<file path="src/rtl/cdb_arbiter_pkg.sv">
// Shared constants and the snooped CDB broadcast record for the out-of-order core.
package cdb_arbiter_pkg;

  localparam int unsigned TAG_LEN     = 4;
  localparam int unsigned CDB_TAG_W   = TAG_LEN + 1;
  localparam int unsigned CDB_NUM_REQ = 5;
  localparam int unsigned CDB_PTR_W   = $clog2(CDB_NUM_REQ);

  localparam int unsigned CDB_ALU = 0;
  localparam int unsigned CDB_MUL = 1;
  localparam int unsigned CDB_DIV = 2;
  localparam int unsigned CDB_BR  = 3;
  localparam int unsigned CDB_LSQ = 4;

  typedef struct packed {
    logic             valid;
    logic [TAG_LEN:0] rob_tag;
    logic [31:0]      value;
    logic [31:0]      next_pc;
    logic             mispred;
  } cdb_t;

endpackage

</file>
<file path="src/rtl/cdb_arbiter_if.sv">
// Requester handshake bundle plus the registered CDB broadcast.
interface cdb_arbiter_if
  import cdb_arbiter_pkg::*;
#(
  parameter int unsigned NUM_REQ = CDB_NUM_REQ,
  parameter int unsigned TAG_W   = CDB_TAG_W
);
  logic [NUM_REQ-1:0]       req_valid;
  logic [NUM_REQ*TAG_W-1:0] req_tag;
  logic [NUM_REQ*32-1:0]    req_value;
  logic [NUM_REQ*32-1:0]    req_next_pc;
  logic [NUM_REQ-1:0]       req_mispred;
  logic [NUM_REQ-1:0]       req_ready;

  logic                     cdb_valid;
  logic [TAG_W-1:0]         cdb_tag;
  logic [31:0]              cdb_value;
  logic [31:0]              cdb_next_pc;
  logic                     cdb_mispred;

  modport master (
    output req_valid, req_tag, req_value, req_next_pc, req_mispred,
    input  req_ready,
    input  cdb_valid, cdb_tag, cdb_value, cdb_next_pc, cdb_mispred
  );

  modport slave (
    input  req_valid, req_tag, req_value, req_next_pc, req_mispred,
    output req_ready,
    output cdb_valid, cdb_tag, cdb_value, cdb_next_pc, cdb_mispred
  );
endinterface

</file>
<file path="src/rtl/cdb_arbiter_rr_priority_picker.sv">
// Pure combinational round-robin picker: first set request at or above ptr, wrapping.
module rr_priority_picker #(
  parameter int unsigned NUM_REQ = 5,
  parameter int unsigned PTR_W   = 3
) (
  input  logic [NUM_REQ-1:0] req_i,
  input  logic [PTR_W-1:0]   ptr_i,
  output logic [NUM_REQ-1:0] grant_o,
  output logic [PTR_W-1:0]   grant_idx_o,
  output logic               grant_vld_o
);

  int unsigned pos;

  always_comb begin
    grant_o     = '0;
    grant_idx_o = '0;
    grant_vld_o = 1'b0;
    pos         = 0;
    for (int unsigned k = 0; k < NUM_REQ; k++) begin
      pos = (int'(ptr_i) + k) % NUM_REQ;
      if (!grant_vld_o && req_i[pos]) begin
        grant_vld_o   = 1'b1;
        grant_o[pos]  = 1'b1;
        grant_idx_o   = PTR_W'(pos);
      end
    end
  end

endmodule

</file>
<file path="src/rtl/cdb_arbiter.sv">
// Round-robin arbiter for the common data bus; registers one winner per cycle onto the CDB.
module cdb_arbiter
  import cdb_arbiter_pkg::*;
#(
  parameter int unsigned NUM_REQ = CDB_NUM_REQ,
  parameter int unsigned TAG_W   = CDB_TAG_W
) (
  input  logic           clk,
  input  logic           rst,
  input  logic           flush,
  cdb_arbiter_if.slave   bus
);

  localparam int unsigned PTR_W = $clog2(NUM_REQ);

  logic [PTR_W-1:0]   rr_ptr_q, rr_ptr_d;
  cdb_t               cdb_q, cdb_d;

  logic [NUM_REQ-1:0] pick_oh;
  logic [PTR_W-1:0]   pick_idx;
  logic               pick_vld;
  logic [NUM_REQ-1:0] ready;
  logic               transfer;

  logic [TAG_W-1:0]   sel_tag;
  logic [31:0]        sel_value;
  logic [31:0]        sel_next_pc;
  logic               sel_mispred;

  rr_priority_picker #(
    .NUM_REQ (NUM_REQ),
    .PTR_W   (PTR_W)
  ) u_picker (
    .req_i       (bus.req_valid),
    .ptr_i       (rr_ptr_q),
    .grant_o     (pick_oh),
    .grant_idx_o (pick_idx),
    .grant_vld_o (pick_vld)
  );

  // Flush and reset gate the grant itself, so neither the pointer nor the CDB sees a transfer.
  always_comb begin
    ready    = (flush || rst) ? '0 : pick_oh;
    transfer = pick_vld && !flush && !rst;
  end

  assign bus.req_ready = ready;

  // One-hot grant makes an AND-OR mux sufficient for the payload select.
  always_comb begin
    sel_tag     = '0;
    sel_value   = '0;
    sel_next_pc = '0;
    sel_mispred = 1'b0;
    for (int unsigned i = 0; i < NUM_REQ; i++) begin
      if (ready[i]) begin
        sel_tag     = sel_tag     | bus.req_tag[i*TAG_W +: TAG_W];
        sel_value   = sel_value   | bus.req_value[i*32 +: 32];
        sel_next_pc = sel_next_pc | bus.req_next_pc[i*32 +: 32];
        sel_mispred = sel_mispred | bus.req_mispred[i];
      end
    end
  end

  always_comb begin
    rr_ptr_d = rr_ptr_q;
    if (transfer) begin
      rr_ptr_d = (pick_idx == PTR_W'(NUM_REQ - 1)) ? '0 : pick_idx + PTR_W'(1);
    end
  end

  always_comb begin
    cdb_d       = cdb_q;
    cdb_d.valid = transfer;
    if (transfer) begin
      cdb_d.rob_tag = sel_tag;
      cdb_d.value   = sel_value;
      cdb_d.next_pc = sel_next_pc;
      cdb_d.mispred = sel_mispred;
    end
  end

  always_ff @(posedge clk) begin
    if (rst) begin
      rr_ptr_q <= '0;
      cdb_q    <= '0;
    end else begin
      rr_ptr_q <= rr_ptr_d;
      cdb_q    <= cdb_d;
    end
  end

  assign bus.cdb_valid   = cdb_q.valid;
  assign bus.cdb_tag     = cdb_q.rob_tag;
  assign bus.cdb_value   = cdb_q.value;
  assign bus.cdb_next_pc = cdb_q.next_pc;
  assign bus.cdb_mispred = cdb_q.mispred;

endmodule

</file>
<file path="src/flat_wrapper.sv">
// flat-port wrapper written by rule: the top's interface ports become plain ports
module cdb_arbiter_flat import cdb_arbiter_pkg::*;
#(
  parameter int unsigned NUM_REQ = CDB_NUM_REQ,
  parameter int unsigned TAG_W   = CDB_TAG_W
)
  (clk, rst, flush, bus_req_valid, bus_req_tag, bus_req_value, bus_req_next_pc, bus_req_mispred, bus_req_ready, bus_cdb_valid, bus_cdb_tag, bus_cdb_value, bus_cdb_next_pc, bus_cdb_mispred);
  cdb_arbiter_if #(.NUM_REQ(NUM_REQ), .TAG_W(TAG_W)) bus_i ();
  input  logic clk;
  input  logic rst;
  input  logic flush;
  input wire logic [$bits(bus_i.req_valid)-1:0] bus_req_valid;
  input wire logic [$bits(bus_i.req_tag)-1:0] bus_req_tag;
  input wire logic [$bits(bus_i.req_value)-1:0] bus_req_value;
  input wire logic [$bits(bus_i.req_next_pc)-1:0] bus_req_next_pc;
  input wire logic [$bits(bus_i.req_mispred)-1:0] bus_req_mispred;
  output wire logic [$bits(bus_i.req_ready)-1:0] bus_req_ready;
  output wire logic [$bits(bus_i.cdb_valid)-1:0] bus_cdb_valid;
  output wire logic [$bits(bus_i.cdb_tag)-1:0] bus_cdb_tag;
  output wire logic [$bits(bus_i.cdb_value)-1:0] bus_cdb_value;
  output wire logic [$bits(bus_i.cdb_next_pc)-1:0] bus_cdb_next_pc;
  output wire logic [$bits(bus_i.cdb_mispred)-1:0] bus_cdb_mispred;
  assign bus_i.req_valid = bus_req_valid;
  assign bus_i.req_tag = bus_req_tag;
  assign bus_i.req_value = bus_req_value;
  assign bus_i.req_next_pc = bus_req_next_pc;
  assign bus_i.req_mispred = bus_req_mispred;
  assign bus_req_ready = bus_i.req_ready;
  assign bus_cdb_valid = bus_i.cdb_valid;
  assign bus_cdb_tag = bus_i.cdb_tag;
  assign bus_cdb_value = bus_i.cdb_value;
  assign bus_cdb_next_pc = bus_i.cdb_next_pc;
  assign bus_cdb_mispred = bus_i.cdb_mispred;
  cdb_arbiter #(.NUM_REQ(NUM_REQ), .TAG_W(TAG_W)) u_core (.clk(clk), .rst(rst), .flush(flush), .bus(bus_i));
endmodule
</file>
<file path="config.mk">
export PLATFORM = sky130hd
export DESIGN_NAME = cdb_arbiter_flat
export DESIGN_NICKNAME = d
export VERILOG_FILES = /design/src/rtl/cdb_arbiter_pkg.sv /design/src/rtl/cdb_arbiter_if.sv /design/src/rtl/cdb_arbiter_rr_priority_picker.sv /design/src/rtl/cdb_arbiter.sv /design/src/flat_wrapper.sv
export SDC_FILE = /design/constraint.sdc
export NUM_CORES = 1
export LEC_CHECK = 0
export ABC_AREA = 0
export CAP_MARGIN = 20
export CORE_AREA = 3 3 168 170
export CTS_CLUSTER_DIAMETER = 80
export CTS_CLUSTER_SIZE = 40
export DETAILED_ROUTE_END_ITERATION = 10
export DIE_AREA = 0 0 171 173
export HOLD_SLACK_MARGIN = 0.08
export PLACE_DENSITY_LB_ADDON = 0.05
export SKIP_CTS_REPAIR_TIMING = 1
export SYNTH_ARGS = -nofsm -noshare
export SYNTH_HDL_FRONTEND = slang
export SYNTH_HIERARCHICAL = 1
export SYNTH_SLANG_ARGS = --single-unit
</file>
<file path="constraint.sdc">
create_clock -name clk -period 6.2 [get_ports clk]
set_input_delay 1.24 -clock clk [delete_from_list [all_inputs] [get_ports clk]]
set_output_delay 1.24 -clock clk [all_outputs]
set_load 0.01 [all_outputs]
</file>
==> results of run 1 <==
## power groups by stage
| stage | sequential (uW) | combinational (uW) | clock, uW |
|---|---|---|---|
| 4_1_cts | 848 | 5000 | 571 |
| 5_1_grt | 877 | 5490 | 587 |
| 6_report | 851 | 5090 | 551 |
| 3_5_place_dp | 852 | 4980 | 0 |
| 2_1_floorplan | 979 | 2990 | 0 |
| 3_3_place_gp | 846 | 5030 | 0 |
## stage by stage
step | total power, uW | hold slack [ns] | cells
after floorplan | 3970 | 0.531 | 749
after global placement | 5880 | 0.499 | 1474
after detailed placement | 5830 | 0.499 | 1474
after CTS | 6420 | 0.509 | 1490
after global routing | 6950 | 0.531 | 1502
final | 6490 | 0.509 | 1502
## layout make-up
type	count	share of cell area (%)
multi-input cells	572	38.6
inverters	29	0.990
well taps	341	3.79
repair buffers	462	40.7
clock buffers	10	2.04
clock inverters	6	0.578
flip-flops and latches	74	13.2
diodes	8	0.178
## layout by cell type, fill, tap and decap left out, types with 3 or more instances in the layout
| master | n |
|---|---|
| clkdlybuf4s50_1 | 428 |
| a21oi_1 | 85 |
| a31oi_1 | 80 |
| a22oi_1 | 75 |
| dfxtp_1 | 73 |
| a222oi_1 | 70 |
| ha_1 | 29 |
| buf_4 | 28 |
| nand2_1 | 24 |
| inv_1 | 23 |
| nor2_1 | 22 |
| o21ai_0 | 20 |
| mux2i_1 | 15 |
| nor3_1 | 14 |
| clkbuf_16 | 9 |
| diode_2 | 8 |
| and2_1 | 7 |
| o211ai_1 | 7 |
| nand2b_1 | 6 |
| nand3_1 | 6 |
| dlymetal6s2s_1 | 5 |
| nor2b_1 | 5 |
| a21oi_2 | 5 |
| nand4_1 | 5 |
| inv_2 | 4 |
| xnor2_1 | 4 |
| or2_2 | 4 |
| o22ai_1 | 4 |
| nor4_1 | 4 |
| o21a_1 | 3 |
| mux2_2 | 3 |
| and3_1 | 3 |
| mux4_2 | 3 |
| ha_2 | 3 |
## worst max-delay path by stage
stage,from,endpoint
final,u_core/rr_ptr_q[1],bus_req_ready[3]
after global routing,u_core/rr_ptr_q[1],bus_req_ready[3]
after detailed placement,u_core/rr_ptr_q[1],bus_req_ready[2]
after global placement,u_core/rr_ptr_q[1],bus_req_ready[1]
after floorplan,u_core/rr_ptr_q[1],bus_req_ready[1]
after CTS,u_core/rr_ptr_q[1],bus_req_ready[2]
## layer usage
| layer | track usage [%] | wire, um | vias to the layer above |
|---|---|---|---|
| li1 | - | - | 3884 |
| met1 | 26.5 | 14200 | 3891 |
| met2 | 44.8 | 20400 | 314 |
| met3 | 5.56 | 2330 | 23 |
| met4 | 7.41 | 580 | 0 |
| met5 | 0 | 0 | - |
## registers in the layout, summed over array words and instances (netlist names)
register                cells
u_core/bus.cdb_tag          5
u_core/bus.cdb_next_pc     32
u_core/bus.cdb_mispred      1
u_core/bus.cdb_valid        1
u_core/bus.cdb_value       32
u_core/rr_ptr_q             3
## logic make-up (layout without fill, tap and decap cells)
kind of cell	Yosys count	in the layout	share of synthesized area, %
buffers and inverters	103	507	7.80
xor gates and xnor gates	5	5	0.831
DFF	74	74	24.0
other	0	8	0
AOI/OAI and AO/OA	387	387	45.3
and+or+nand+nor	125	125	11.0
adders and majority gates	34	34	7.01
muxes	21	21	4.07
## tightest hold or removal path, cell delays in order, from the launching register on
cell and delay (ns):
dfxtp_1 0.31, a21oi_1 0.11, a31oi_1 0.04
==> metrics, run 1 <==
status finished clean; Slew @ Worst Pin 0.959 ns; First DRT Iteration DRCs 819; Int Pwr 3160 uW; CTS sink count 74; Design Area, Final 11200 um^2; Worst path depth 18; worst-skew pair later-pin latency about 0.35 ns; switching power total 3330 uW; CP cell instances buf_4 > ha_2 > xor2_4 > inv_4 > ha_1 > inv_1 > ha_1 > or2b_2 > a21o_1 > a22oi_1 > o221ai_1 > a211oi_2 > a211oi_2 > or4_1 > o211a_1 > o211ai_4 > and2_1 > dlymetal6s2s_1; Crit path max-delay family compound AO/OA/AOI/OAI gates; DIE HEIGHT between 150 and 200 um; Total GRT Usage 24.0%; Post-DP Area roughly 11000 um^2; Post-synth EDFFs 0; DR pass1 iterations 7; synthesized instance count 749; CTS H-tree lvls 3; CTS buffer count 9; CP max-delay cell or4_1; final net count 1540; worst r2r dst u_core/bus.cdb_next_pc[23]; Final Hold Viols 0; asr flop ratio synth 0%; die width around 170 um; top cell type by total area after synthesis dfxtp_1; #FFs+latches synth 74; synth cell count leaders a21oi_1 (88), a31oi_1 (80), a22oi_1 (75); Slew Limit Fails 0; dpl hpwl 29100 um; DP Worst Slack around 0.04 ns; Storage cell area 1480 um^2; Setup CP Type reg -> out; Flop pwr share 13.1%; largest net degree at the start of global routing 95; clock share of power under 10%; Setup TNS 0 ns; CP startpoint kind flop; hold path endpoint u_core/bus.cdb_next_pc[25]; Vias 8112; CP max FO 13; clk_skew 0.0118 ns; Mapped Area 6170 um^2; # DRC 0; hold path depth 2; Rel. slew slack 36.1%; syn_nets between 1000 and 1500; first-pass GRT wire length 53100 um; Max clock buf depth 2; Period minus WS final approximately 6 ns; hold crit path type reg -> reg; peak supply drop between 0.6 and 0.7 mV; synth top area cells dfxtp_1 (24%), a222oi_1 (11%), a22oi_1 (9.1%); f_max 171 MHz; Distinct cells, synth 81; CP Buf/Inv Count 4; vias in the first global route 8168; vias per inst 5.40; Register-to-Register Path Depth 20; area grow syn2layout 82.2%; Main synth FF type dfxtp_1; RD Place Congestion 0.855; FILL cells 2766; initial core utilization 23.0%; grt total ovfl 0; final setup fails 0; synth warn 6; DRT Wirelength 37500 um; Crit path required time 4.96 ns; Critical Path End Type primary output; maxcap violations 0; unrepaired setup endpoints after global routing false; syn avg cell area 8.24 um^2; Static Leak 0.00404 uW; Site Rows 60; CTS tree done; Clock transition at path regs roughly 0.06 ns; Worst R2R Start u_core/rr_ptr_q[1]; most common cell in the netlist a21oi_1; Avg WL per Cell 25.0 um; IO buf count 433; final core occ 41.9%; area share of the largest cell type after synthesis 24.0%; CTS Root Buffer Type clkbuf_16; CP peak stage delay ~0.55 ns; PD cells 577 nW/um^2; Period Utilization, post-route a little over nine tenths; area of the multi-input gates 4340 um^2; power share of the combinational group 78.4%; core area 26900 um^2; register area share after synthesis 24.0%; worst setup margin around 0.36 ns; switching part of the total between 50% and 60%; crit path DAT 4.60 ns; ANT nets after route 0; Hold Path Origin u_core/bus.cdb_next_pc[25]; layout cell share with drive strength beyond 1 8.76%; I/O Pins 434; die area 29600 um^2; initial antenna violation count 8; Worst R2R Setup Slack roughly 0.72 ns
Note: power is estimated with default switching activity, not from simulation.
==> run 2: changes to the inputs <==
Settings changed: CTS_CLUSTER_DIAMETER 80 to 200.
==> results of run 2 <==
Same layout as run 1: the final DEF is identical, and so are final timing and power.
